[src/rtl/poly_voice_allocator.sv]
// Four-voice note allocator: note-on/off events -> per-voice note numbers and gates.
// Define VOICE_STEAL_EN to reassign the oldest voice when all four are held.
module poly_voice_allocator #(
    parameter int unsigned          NOTE_W    = 7,
    parameter logic [NOTE_W-1:0]    REST_NOTE = '0
) (
    input  logic              clk,
    input  logic              reset,
    input  logic              evt_valid,
    output logic              evt_ready,
    input  logic              evt_on,
    input  logic [NOTE_W-1:0] evt_note,
    output logic [NOTE_W-1:0] note1,
    output logic [NOTE_W-1:0] note2,
    output logic [NOTE_W-1:0] note3,
    output logic [NOTE_W-1:0] note4,
    output logic [3:0]        gate,
    output logic              steal,
    output logic              drop
);

    localparam int unsigned NV = 4;

    typedef enum logic [1:0] {IDLE, MATCH, UPDATE} state_t;

    state_t            state, state_nx;
    logic              accept_c;
    logic              cap_on;
    logic [NOTE_W-1:0] cap_note;
    logic [NV-1:0]     hit_vec, free_vec;
    logic [NOTE_W-1:0] note_r [NV];
    logic [NOTE_W-1:0] note_c [NV];
    logic [1:0]        age_r  [NV];
    logic [1:0]        age_c  [NV];
    logic [NV-1:0]     gate_r, gate_c;
    logic              drop_r, drop_c, ready_c;
    logic [1:0]        hit_idx, free_idx, vsel;
    logic              assign_en;
`ifdef VOICE_STEAL_EN
    logic              steal_r, steal_c;
    logic [1:0]        old_idx;
`endif

    assign accept_c = evt_valid & evt_ready;

    always_ff @(posedge clk or negedge reset) begin
        if (!reset) state <= IDLE;
        else        state <= state_nx;
    end

    always_comb begin
        state_nx = state;
        case (state)
            IDLE:    if (accept_c) state_nx = MATCH;
            MATCH:   state_nx = UPDATE;
            UPDATE:  state_nx = IDLE;
            default: state_nx = IDLE;
        endcase
    end

    // Event capture and parallel voice compare
    always_ff @(posedge clk or negedge reset) begin
        if (!reset) begin
            cap_on   <= 1'b0;
            cap_note <= '0;
            hit_vec  <= '0;
            free_vec <= '0;
        end else begin
            if (accept_c) begin
                cap_on   <= evt_on;
                cap_note <= evt_note;
            end
            if (state == MATCH) begin
                for (int i = 0; i < NV; i++)
                    hit_vec[i] <= gate_r[i] & (note_r[i] == cap_note);
                free_vec <= ~gate_r;
            end
        end
    end

    // Lowest-index priority encoders (and the oldest voice when stealing)
    always_comb begin
        hit_idx  = 2'd0;
        free_idx = 2'd0;
`ifdef VOICE_STEAL_EN
        old_idx  = 2'd0;
`endif
        for (int i = NV - 1; i >= 0; i--) begin
            if (hit_vec[i])  hit_idx  = 2'(i);
            if (free_vec[i]) free_idx = 2'(i);
`ifdef VOICE_STEAL_EN
            if (age_r[i] == 2'd3) old_idx = 2'(i);
`endif
        end
    end

    always_comb begin
        note_c    = note_r;
        gate_c    = gate_r;
        age_c     = age_r;
        drop_c    = 1'b0;
        ready_c   = (state_nx == IDLE);
        assign_en = 1'b0;
        vsel      = 2'd0;
`ifdef VOICE_STEAL_EN
        steal_c   = 1'b0;
`endif
        if (state == UPDATE) begin
            if (cap_on) begin
                if (|hit_vec) begin
                    vsel      = hit_idx;
                    assign_en = 1'b1;
                end else if (|free_vec) begin
                    vsel         = free_idx;
                    assign_en    = 1'b1;
                    note_c[vsel] = cap_note;
                    gate_c[vsel] = 1'b1;
                end else begin
`ifdef VOICE_STEAL_EN
                    vsel         = old_idx;
                    assign_en    = 1'b1;
                    note_c[vsel] = cap_note;
                    steal_c      = 1'b1;
`else
                    drop_c       = 1'b1;
`endif
                end
                // Newer voices than the reassigned one age by one; it becomes newest
                if (assign_en) begin
                    for (int i = 0; i < NV; i++) begin
                        if (2'(i) == vsel)         age_c[i] = 2'd0;
                        else if (age_r[i] < age_r[vsel]) age_c[i] = age_r[i] + 2'd1;
                    end
                end
            end else begin
                gate_c = gate_r & ~hit_vec;
            end
        end
    end

    always_ff @(posedge clk or negedge reset) begin
        if (!reset) begin
            for (int i = 0; i < NV; i++) begin
                note_r[i] <= REST_NOTE;
                age_r[i]  <= 2'(i);
            end
            gate_r    <= '0;
            drop_r    <= 1'b0;
            evt_ready <= 1'b0;
        end else begin
            note_r    <= note_c;
            age_r     <= age_c;
            gate_r    <= gate_c;
            drop_r    <= drop_c;
            evt_ready <= ready_c;
        end
    end

`ifdef VOICE_STEAL_EN
    always_ff @(posedge clk or negedge reset) begin
        if (!reset) steal_r <= 1'b0;
        else        steal_r <= steal_c;
    end
    assign steal = steal_r;
`else
    assign steal = 1'b0;
`endif

    assign note1 = note_r[0];
    assign note2 = note_r[1];
    assign note3 = note_r[2];
    assign note4 = note_r[3];
    assign gate  = gate_r;
    assign drop  = drop_r;

endmodule

[config.mk]
export PLATFORM = sky130hd
export DESIGN_NAME = poly_voice_allocator
export DESIGN_NICKNAME = d
export VERILOG_FILES = /design/src/rtl/poly_voice_allocator.sv
export SDC_FILE = /design/constraint.sdc
export NUM_CORES = 1
export LEC_CHECK = 0
export CAP_MARGIN = 20
export CORE_ASPECT_RATIO = 0.9
export CORE_UTILIZATION = 50
export CTS_CLUSTER_SIZE = 20
export DETAILED_ROUTE_END_ITERATION = 10
export DONT_BUFFER_PORTS = 1
export GPL_ROUTABILITY_DRIVEN = 0
export SLEW_MARGIN = 0
export SYNTH_ARGS = -nofsm -noshare
export SYNTH_HDL_FRONTEND = slang
export SYNTH_SLANG_ARGS = --single-unit
[constraint.sdc]
create_clock -name clk -period 2.5 [get_ports clk]
set_input_delay 0 -clock clk [delete_from_list [all_inputs] [get_ports clk]]
set_output_delay 0 -clock clk [all_outputs]
set_load 0.02 [all_outputs]
==> Yosys cells after proc, flatten, opt, wreduce, memory -nomap -nowiden <==
Cells that the tools add are included.
{ "op_classes": {"magnitude_cmp": 4, "eq_ne": 8, "n_mux": 18, "bitwise": 11, "n_reduce_logical": 8} }
{ "op_table": {"columns": ["cell", "count"], "rows": [
  ["bitwise mux 28 bit", 1],
  ["equality test 7 bit", 4],
  ["demux 7 bit (select 2 bit)", 1],
  ["2-to-1 mux 4 bit", 3],
  ["2-to-1 mux 2 bit", 5],
  ["inverter 4 bit", 2],
  ["OR reduction 4 bit", 2],
  ["2-to-1 mux 7 bit", 1],
  ["AND 1 bit", 5],
  ["2-to-1 mux 1 bit", 5],
  ["AND 4 bit", 1],
  ["zero test 2 bit", 2],
  ["OR 4 bit", 1],
  ["one-hot mux 2 bit (2 select lines)", 1],
  ["AND reduction 4 bit", 1],
  [">= comparator 3 bit, second input constant", 1],
  ["less-than comparator 2 x 3 -> 1 bit, second input constant", 1],
  ["less-than comparator 3 x 1 -> 1 bit, second input constant", 1],
  ["inverter 2 -> 3 bit", 1],
  ["AND reduction 3 bit", 1],
  ["demux 1 bit (select 2 bit)", 1],
  ["equality test 2 x 1 -> 1 bit, second input constant", 1],
  ["equality test 2 bit, second input constant", 1],
  [">= comparator 2 x 1 -> 1 bit, second input constant", 1],
  ["other kinds (4)", 5]
]} }
{ "totals": {"regBits": 52, "inputBits": 11, "wordCells": 61} }

==> Logic depth before layout (Yosys ltp) <==
{ "depth": {"ltp_word": 12, "mapped_depth": 5, "ltp_nobuf": 4} }

==> Worst setup path before layout <==
No wires, ideal clock.
{ "synth_path": {"path_type": "reg2reg", "start": "reg hit_vec[1]", "end": "reg note_r (netlist bit note1[0])", "arrival_time_ps": 1301, "path_slack_ps": 1074, "path_stages_with_launch": 4, "period_less_slack_ps": 1426, "path_cell_list": "dfrtp_1 -> nor3_4 -> nand3_2 -> mux2_2"} }
{ "synth_via": {"elab_chain_cells": 3} }
{ "synth_lines": {"columns": ["item", "line_no", "rtl"], "rows": [
  ["start: declaration", "30", "logic [NV-1:0] hit_vec, free_vec;"],
  ["start signal: indexed assignment", "75", "hit_vec[i] <= gate_r[i] & (note_r[i] == cap_note);"],
  ["OR reduction 4 bit", "110", "if (|hit_vec) begin"],
  ["inverter 1 bit (no source line)", null, null],
  ["AND reduction 4 bit (no source line)", null, null],
  ["end signal: assignment", "151", "note_r <= note_c;"],
  ["end: declaration", "31", "logic [NOTE_W-1:0] note_r [NV];"]
]} }
Every way passes these cells.
A chain may end at the register's enable or synchronous reset.

==> Final worst setup path <==
{ "layout_path": {"start": "reg state[0]", "end": "reg note_r (netlist bit note4[0])"} }
{ "layout_via": {"elab_chain_cells": 2} }
{ "layout_lines": {"columns": ["item", "line_no", "rtl"], "rows": [
  ["start: declaration", "26", "state_t state, state_nx;"],
  ["start signal: assignment", "48", "else state <= state_nx;"],
  ["equality test 2 bit", "108", "if (state == UPDATE) begin"],
  ["AND reduction 4 bit (no source line)", null, null]
]} }
Every way passes these cells.

==> results.ini <==
[status]
status = finished, final reports clean

[sta]
slew_viol_final = 0
finalHoldViolations = 0
fin_crit_ps = 1590
setup_tns_ps = 0
setup_violations = 0
fin_ws_ps = 914
finalClockSkew_ps = 7.19
fmax_mhz = 630
rsz0062_at_grt = false
timing.hold.ws_ps = 105
fin_crit_sh_pct = 63.4

[power_and_ir_drop]
vdd_ir_drop_max_mv = 0.574
powerDensity_nw_per_um2 = 1240
power_mw = 3.22
p_leak_nw = 1.15

[clock_tree]
numCtsBuffers = 5
cts.sinks = 52
clock_path_buffers = 2
cts_resized = 0
htree_levels = 2
root_buffer = clkbuf_8
insertion_delay_ps = 300
cts_setup_buffers = 0
cts_tree = done
cts_hold_buffers = 11
clk_pin_slew_worst_paths_ps = 80

[routing]
wl_um = 4410
drc = 0
firstDrtPassIters = 4
routed-via-count = 1331
via_per_inst = 5.41
drt_iter0_markers = 67
avgRoutedWirePerCell_um = 17.9
detail-route-antenna-nets = 0

[cells_and_area]
stdcell_count = 246
num_antenna_cells = 0
syn_to_final_growth_pct = 10.3
drive_gt1_share_pct = 28.3
final_nets = 194

[global_route]
overflow = 0
antenna_found_initial = 0
grt_max_degree = 53
grtUsageTotal_pct = 20.5
grt_pass1_wl_um = 7350
grt_pass1_vias = 1459

[logic_synthesis]
ys_ff_latch = 52
ys_warn_count = 0
synthTopCellsByCount = dfrtp_1, mux2_2, xnor2_1, xor2_1
synthFlopType = dfrtp_1
seq_area_frac_synth_pct = 55.3
synth_area_um2 = 2350
yosysTopAreaCell = dfrtp_1
synthesis.nets = 186
synth_edf_count = 0
yosysMostFrequentCell = dfrtp_1
synth_area_per_cell_um2 = 13.4
yosys-top-cells-area = dfrtp_1, mux2_2, xnor2_1
async_flop_share_pct = 100
syn_inst = 175
ys_types = 30
synth_top_area_share_pct = 55.3

[critical_path]
cp_data_required_time_ps = 2690
critPathLaunchType = flip-flop
end_kind = flip-flop
path_class = flip-flop to flip-flop
path_max_fanout = 8
worstPathArrival_ps = 1770

[die]
dieArea_um2 = 4990
top_level_ports = 46
start_util_pct = 52.4
die_h_um = 67.1
core_um2 = 4490
die_w_um = 74.3
placementRows = 23

[placed_design]
dp_hpwl_um = 3130
dp_slack_ps = 911
port_buffers = 0
place_inst = 227

[min_path]
hp-class = primary input to flip-flop

[flow_run]
maxCapViolations = 0

-- layer usage --
metal	GRT usage (%)	vias to the layer above	wire, um
met3	6.51	5	279
met4	8.73	0	52
li1	-	618	-
met5	0	-	0
met2	34.2	35	2210
met1	24.4	673	1860
-- cells by family (layout without fill, tap and decap cells) --
kind of cell | Yosys count | in the layout | synth area share, %
AO/OA/AOI/OAI | 13 | 13 | 3.72
XOR/XNOR | 28 | 28 | 10.4
buffers and inverters | 15 | 24 | 3.03
flip-flops | 52 | 52 | 55.3
multiplexers | 36 | 36 | 17.2
other | 1 | 1 | 0.159
AND/OR/NAND/NOR | 30 | 30 | 10.2
-- area by class of cell --
type	count	area (um2)
clock buffers	8	90.1
fillers	392	1890
inverters	5	18.8
multi-input cells	108	981
flip-flops and latches	52	1300
well taps	62	77.6
repair buffers	11	128
-- worst max-delay path, cell delays in order, from the launching register on --
cell and delay [ps]:
dfrtp_1 440, and4bb_2 470, nand4_4 230, mux2_2 340
-- placed cells by master, fill, tap and decap left out, types with 3 or more instances in the layout --
master and n:
xor2_1 14, mux2_2 36, nor2_1 6, a21oi_1 5, nand4_1 4, xnor2_1 14
inv_1 5, nor4_1 4, dlygate4sd3_1 10, clkbuf_8 6, dfrtp_1 52, nand2_1 3
-- sequential cells by signal (all words and copies together) (netlist names) --
name	flops
cap_on	1
note2	7
hit_vec	4
evt_ready	1
cap_note	7
note4	7
drop	1
state	2
free_vec	4
note1	7
gate	4
note3	7
-- path summary, 6_finish.rpt --
path                                  from          end  slack [ps]  cells after the start
worst min-delay path             evt_valid     state[0]         110                      2
min in group asynchronous            reset  free_vec[2]         190                      2
worst max register to register    state[0]     note4[0]         910                      3
max in group asynchronous            reset     note2[6]        2070                      2
worst min register to register  hit_vec[3]      gate[3]         490                      1
worst max-delay path              state[0]     note4[0]         910                      3
-- power breakdown --
| part | switching (mW) | internal (mW) | leakage (nW) | total (mW) |
|---|---|---|---|---|
| registers | 0.742 | 1.15 | 0.655 | 1.89 |
| logic | 0.345 | 0.507 | 0.445 | 0.852 |
| clock network | 0.251 | 0.226 | 0.0455 | 0.477 |
| total | 1.34 | 1.88 | 1.15 | 3.22 |
-- stage by stage --
| stage | utilization, % | instance area [um2] |
|---|---|---|
| after floorplan | - | 2350 |
| final | 57.8 | 2600 |
| after CTS | 57.8 | 2600 |
| after global placement | 53.0 | 2380 |
| after global routing | 57.8 | 2600 |
| after detailed placement | 53.0 | 2380 |
Power figures use the tool's default switching activity.
